### config.mk
export PLATFORM = sky130hd
export DESIGN_NAME = sipo_deser_flat
export DESIGN_NICKNAME = d
export VERILOG_FILES = /design/src/rtl/sipo_deser_pkg.sv /design/src/rtl/sipo_deser_if.sv /design/src/rtl/sipo_deser_dff.sv /design/src/rtl/sipo_deser.sv /design/src/flat_wrapper.sv
export SDC_FILE = /design/constraint.sdc
export NUM_CORES = 1
export LEC_CHECK = 0
export BUFFER_PORTS_ARGS = -buffer_cell sky130_fd_sc_hd__buf_4
export CELL_PAD_IN_SITES_DETAIL_PLACEMENT = 2
export CELL_PAD_IN_SITES_GLOBAL_PLACEMENT = 2
export CORE_ASPECT_RATIO = 1.5
export CORE_MARGIN = 2
export CORE_UTILIZATION = 34
export DETAILED_ROUTE_END_ITERATION = 10
export PLACE_DENSITY = 0.86
export SLEW_MARGIN = 25
export SYNTH_ARGS = -nofsm -noshare
export SYNTH_HDL_FRONTEND = slang
export SYNTH_SLANG_ARGS = --single-unit
export TNS_END_PERCENT = 1
### constraint.sdc
create_clock -name clk_i -period 2.7 [get_ports clk_i]
set_input_delay 0.54 -clock clk_i [delete_from_list [all_inputs] [get_ports clk_i]]
set_output_delay 0.54 -clock clk_i [all_outputs]
set_load 0.05 [all_outputs]
### src/rtl/sipo_deser_pkg.sv
// Shared helpers for the serial-in/parallel-out deserializer slice.
package sipo_deser_pkg;

  function automatic int unsigned cnt_width(input int unsigned bits);
    return $clog2(bits + 1);
  endfunction

endpackage

### src/rtl/sipo_deser_if.sv
// Serial-bit input side and parallel-word output side of the deserializer.
interface sipo_deser_if
  import sipo_deser_pkg::*;
#(
  parameter int unsigned Bits = 8
);
  localparam int unsigned CW = cnt_width(Bits);

  logic            bit_i;
  logic            valid_i;
  logic            ready_o;
  logic [Bits-1:0] data_o;
  logic            valid_o;
  logic            ready_i;
  logic [CW-1:0]   count_o;

  modport master (
    output bit_i, valid_i, ready_i,
    input  ready_o, data_o, valid_o, count_o
  );

  modport slave (
    input  bit_i, valid_i, ready_i,
    output ready_o, data_o, valid_o, count_o
  );
endinterface

### src/rtl/sipo_deser_dff.sv
// Single-bit register with synchronous active-high reset to zero.
module sipo_deser_dff (
  input  logic clk_i,
  input  logic srst_i,
  input  logic d_i,
  output logic q_o
);
  logic q_q;

  always_ff @(posedge clk_i) begin
    if (srst_i) q_q <= 1'b0;
    else        q_q <= d_i;
  end

  assign q_o = q_q;
endmodule

### src/rtl/sipo_deser.sv
// Deserializer: gathers Bits serial bits into a word and holds it in an
// output register until the downstream side takes it.
module sipo_deser
  import sipo_deser_pkg::*;
#(
  parameter int unsigned Bits     = 8,
  parameter bit          MsbFirst = 1'b1
) (
  input logic         clk_i,
  input logic         srst_i,
  input logic         flush_i,
  sipo_deser_if.slave bus
);
  localparam int unsigned   CW   = cnt_width(Bits);
  localparam logic [CW-1:0] Full = CW'(Bits);
  localparam logic [CW-1:0] Last = CW'(Bits - 1);

  logic [Bits-1:0] shreg_q, shreg_d, shifted, word;
  logic [Bits-1:0] data_d, data_q;
  logic [CW-1:0]   count_q, count_d;
  logic            valid_d, valid_q;
  logic            ready, accept, slot_free, load;

  always_comb begin
    ready     = (count_q != Full);
    accept    = bus.valid_i && ready;
    slot_free = !valid_q || bus.ready_i;
    shifted   = MsbFirst ? {shreg_q[Bits-2:0], bus.bit_i}
                         : {bus.bit_i, shreg_q[Bits-1:1]};
    word      = (count_q == Full) ? shreg_q : shifted;
    // A completed word moves out either on its last bit (fast path) or later
    // from the stalled full state; flush suppresses both.
    load      = !flush_i && slot_free &&
                ((accept && count_q == Last) || count_q == Full);

    shreg_d = shreg_q;
    count_d = count_q;
    if (flush_i) begin
      shreg_d = '0;
      count_d = '0;
    end else if (load) begin
      shreg_d = word;
      count_d = '0;
    end else if (accept) begin
      shreg_d = shifted;
      count_d = count_q + CW'(1);
    end

    data_d  = load ? word : data_q;
    valid_d = load ? 1'b1 : (valid_q && !bus.ready_i);
  end

  always_ff @(posedge clk_i) begin
    if (srst_i) begin
      shreg_q <= '0;
      count_q <= '0;
    end else begin
      shreg_q <= shreg_d;
      count_q <= count_d;
    end
  end

  for (genvar i = 0; i < Bits; i++) begin : g_data
    sipo_deser_dff u_data (
      .clk_i  (clk_i),
      .srst_i (srst_i),
      .d_i    (data_d[i]),
      .q_o    (data_q[i])
    );
  end

  sipo_deser_dff u_valid (
    .clk_i  (clk_i),
    .srst_i (srst_i),
    .d_i    (valid_d),
    .q_o    (valid_q)
  );

  assign bus.ready_o = ready;
  assign bus.data_o  = data_q;
  assign bus.valid_o = valid_q;
  assign bus.count_o = count_q;
endmodule

### src/flat_wrapper.sv
// flat-port wrapper written by rule: the top's interface ports become plain ports
module sipo_deser_flat import sipo_deser_pkg::*;
#(
  parameter int unsigned Bits     = 8,
  parameter bit          MsbFirst = 1'b1
)
  (clk_i, srst_i, flush_i, bus_bit_i, bus_valid_i, bus_ready_i, bus_ready_o, bus_data_o, bus_valid_o, bus_count_o);
  sipo_deser_if #(.Bits(Bits)) bus_i ();
  input logic clk_i;
  input logic srst_i;
  input logic flush_i;
  input wire logic [$bits(bus_i.bit_i)-1:0] bus_bit_i;
  input wire logic [$bits(bus_i.valid_i)-1:0] bus_valid_i;
  input wire logic [$bits(bus_i.ready_i)-1:0] bus_ready_i;
  output wire logic [$bits(bus_i.ready_o)-1:0] bus_ready_o;
  output wire logic [$bits(bus_i.data_o)-1:0] bus_data_o;
  output wire logic [$bits(bus_i.valid_o)-1:0] bus_valid_o;
  output wire logic [$bits(bus_i.count_o)-1:0] bus_count_o;
  assign bus_i.bit_i = bus_bit_i;
  assign bus_i.valid_i = bus_valid_i;
  assign bus_i.ready_i = bus_ready_i;
  assign bus_ready_o = bus_i.ready_o;
  assign bus_data_o = bus_i.data_o;
  assign bus_valid_o = bus_i.valid_o;
  assign bus_count_o = bus_i.count_o;
  sipo_deser #(.Bits(Bits), .MsbFirst(MsbFirst)) u_core (.clk_i(clk_i), .srst_i(srst_i), .flush_i(flush_i), .bus(bus_i));
endmodule
==> flow_summary.json <==
{
  "slowest_stage": "dfxtp_1",
  "grt_pass1_vias": 936,
  "dp.cells": 156,
  "cts_root_buf": "clkbuf_8",
  "hold_class": "reg -> reg",
  "reg2reg_slack_ns": 1.06,
  "max_stage_delay_ns": 0.41,
  "grt_max_degree": 18,
  "maxCapViolations": 0,
  "p_per_area_nw_per_um2": 474.5,
  "synthTopCellsByArea": "dfxtp_1 41%, mux2i_1 7.8%, o32ai_1 6.8%",
  "place_area_um2": 1125,
  "grt-ovfl-total": 0,
  "final_common_cell": "dfxtp_1",
  "cts_tree": "built",
  "synth_cell_types": 28,
  "reg2reg_from": "u_core.bus.count_o[1]$_SDFFE_PP0P_",
  "worstHoldPathCells": 2,
  "clock_sinks": 21,
  "seq_area_um2": 420.4,
  "n_fill_cell": 343,
  "fin_area_um2": 1171,
  "postCtsHoldBufs": 0,
  "port_buffers": 19,
  "fin_hold_ws_ns": 0.4826,
  "async_reset_ff_frac": 0,
  "fp.coreArea_um2": 2883,
  "period_minus_slack_ns": 2.102,
  "synthFlopType": "dfxtp_1",
  "reg2reg_to": "u_core.g_data[6].u_data.q_o$_SDFFE_PP0P_",
  "status": "finished, final reports clean",
  "cts_buffers": 3,
  "drcViolationCount": 0,
  "slew_viol_final": 0,
  "clk_latency_ns": 0.27,
  "synth_area_per_cell_um2": 9.232,
  "instances_no_fill": 160,
  "path_clk_slew_ns": 0.08,
  "hp-start": "u_core.g_data[1].u_data.q_o$_SDFFE_PP0P_",
  "critPathBufInv": 3,
  "route.antenna.remaining_nets": 0,
  "syn_inst": 111,
  "yosysSeqAreaShare": 0.4103,
  "crit_fanout": 17,
  "max_clock_freq_mhz": 475.7,
  "cts_max_level": 1,
  "die_area_um2": 3478,
  "final.setup_skew_ns": 0.006683,
  "relSlewSlack": 0.6790,
  "syn_nets": 119,
  "antenna_found_initial": 0,
  "io_pins": 20,
  "post-dp-hpwl_um": 1855,
  "cts_resized": 0,
  "synth_edf_count": 0,
  "crit_family": "buffers and inverters",
  "fin_nets": 130,
  "initial_core_util": 0.3555,
  "synth-seq-cells": 21,
  "hold_viol": 0,
  "multiInputGateArea_um2": 455.4,
  "tns_ns": 0,
  "drive_gt1_frac": 0.2231,
  "clk_path_buf_depth": 2,
  "synth_top_cell_by_area": "dfxtp_1",
  "crit_path_start_kind": "flop",
  "irDropWorstVdd_v": 0.0002125,
  "grt_pass1_wl_um": 4464,
  "die_h_um": 71.24,
  "cp.required_ns": 2.16,
  "mostFrequentLayoutCells": "21 x dfxtp_1, 20 x buf_4, 11 x inv_1, 11 x a21oi_1, 10 x nand3_1",
  "viasPerCell": 5.250,
  "critPathKind": "reg -> out",
  "dr.first_iter.drc_count": 6,
  "fp-row-count": 24,
  "wl_per_cell_um": 16.06,
  "floorplan.die.width_um": 48.83,
  "finalSetupViolations": 0,
  "yosys_warnings": 0,
  "rsz0062_at_grt": "false",
  "min_to": "u_core.g_data[1].u_data.q_o$_SDFFE_PP0P_",
  "critPathCaptureType": "output port",
  "firstDrtPassIters": 2,
  "synth_area_um2": 1025,
  "finalCritPeriodShare": 0.7786,
  "cp.arrival_ns": 1.56,
  "synth_top_area_share": 0.4103,
  "cts_setup_buffers": 0,
  "routed_wl_um": 2570,
  "p_leak_nw": 0.4159,
  "area_delta_synth_final_pct": 14.29,
  "place_congestion": 0.6742,
  "r2r_cells": 4,
  "diodes": 0,
  "vias": 840,
  "grt_usage": 0.1651,
  "cp_cell_sequence": "inv_1 -> ha_1 -> and3b_1 -> inv_6 -> buf_4",
  "worstMarginPinSlew_ns": 0.4815
}
==> cell usage after synthesis, types with 8 or more instances <==
master	instances
inv_1	11
o32ai_1	8
dfxtp_1	21
a21oi_1	11
buf_4	8
o21ai_1	8
nand3_1	10
mux2i_1	8
==> cells by family after synthesis <==
kind of cell    Yosys count  share of synthesized area
mux                       8                    0.07815
flops                    21                     0.4103
compound gates           35                     0.2369
xor+xnor                  1                   0.008549
buf+inv                  26                     0.1453
simple gates             18                    0.09647
fa+ha+maj                 2                    0.02442
==> stage by stage <==
step           power [mW]  worst slack (ns)  utilization
6_report           0.5557            0.5979       0.4063
2_1_floorplan      0.3360            0.5990            -
5_1_grt            0.5812            0.5220       0.4063
4_1_cts            0.5601            0.5859       0.4063
3_5_place_dp       0.3495            0.8826       0.3902
3_3_place_gp       0.3482            0.9539       0.3902
==> sequential cells by signal, summed over array words and instances (netlist names) <==
signal / flops
u_core.g_data.u_data.q_o: 8
u_core.shreg_q: 8
u_core.u_valid.q_o: 1
u_core.bus.count_o: 4
==> layout make-up <==
class,instances,share of cell area
timing repair buffer,20,0.1282
clock inverter,1,0.004274
inverter,12,0.04274
multi-input combinational,64,0.3889
clock buffer,3,0.03526
tap,39,0.04167
sequential,21,0.3590
==> layer usage <==
layer / vias up / share of wire / global-route usage
met4: 0 / 0.015 / 0.06667
met1: 415 / 0.41 / 0.1739
met2: 11 / 0.56 / 0.3227
li1: 410 / - / -
met3: 4 / 0.020 / 0.02292
met5: - / 0 / 0
==> worst register-to-register path: cells and delay by family, from the launching register on <==
kind / cells / cell delay [ns]
AND/OR/NAND/NOR: 1 / 0.26
AO/OA/AOI/OAI: 2 / 0.65
adder cells (fa/ha/maj): 1 / 0.22
flip-flops: 1 / 0.42
==> how the worst max path moves through the flow <==
stage / end / start / depth (start not counted) / slack, ns
after floorplan: bus_ready_o / u_core.bus.count_o[0]$_SDFFE_PP0P_ / 6 / 0.60
after global placement: u_core.g_data[7].u_data.q_o$_SDFFE_PP0P_ / srst_i / 4 / 0.95
after detailed placement: bus_ready_o / u_core.bus.count_o[0]$_SDFFE_PP0P_ / 5 / 0.88
after CTS: bus_ready_o / u_core.bus.count_o[0]$_SDFFE_PP0P_ / 5 / 0.59
after global routing: bus_ready_o / u_core.bus.count_o[0]$_SDFFE_PP0P_ / 5 / 0.52
final: bus_ready_o / u_core.bus.count_o[0]$_SDFFE_PP0P_ / 5 / 0.60
==> power breakdown <==
group	leakage (nW)	internal [mW]	total, mW	switching, mW
Clock	0.0255	0.103	0.214	0.111
Combinational	0.221	0.00976	0.0291	0.0194
Sequential	0.169	0.311	0.313	0.00191
Total	0.416	0.424	0.556	0.132
Power figures use the tool's default switching activity.
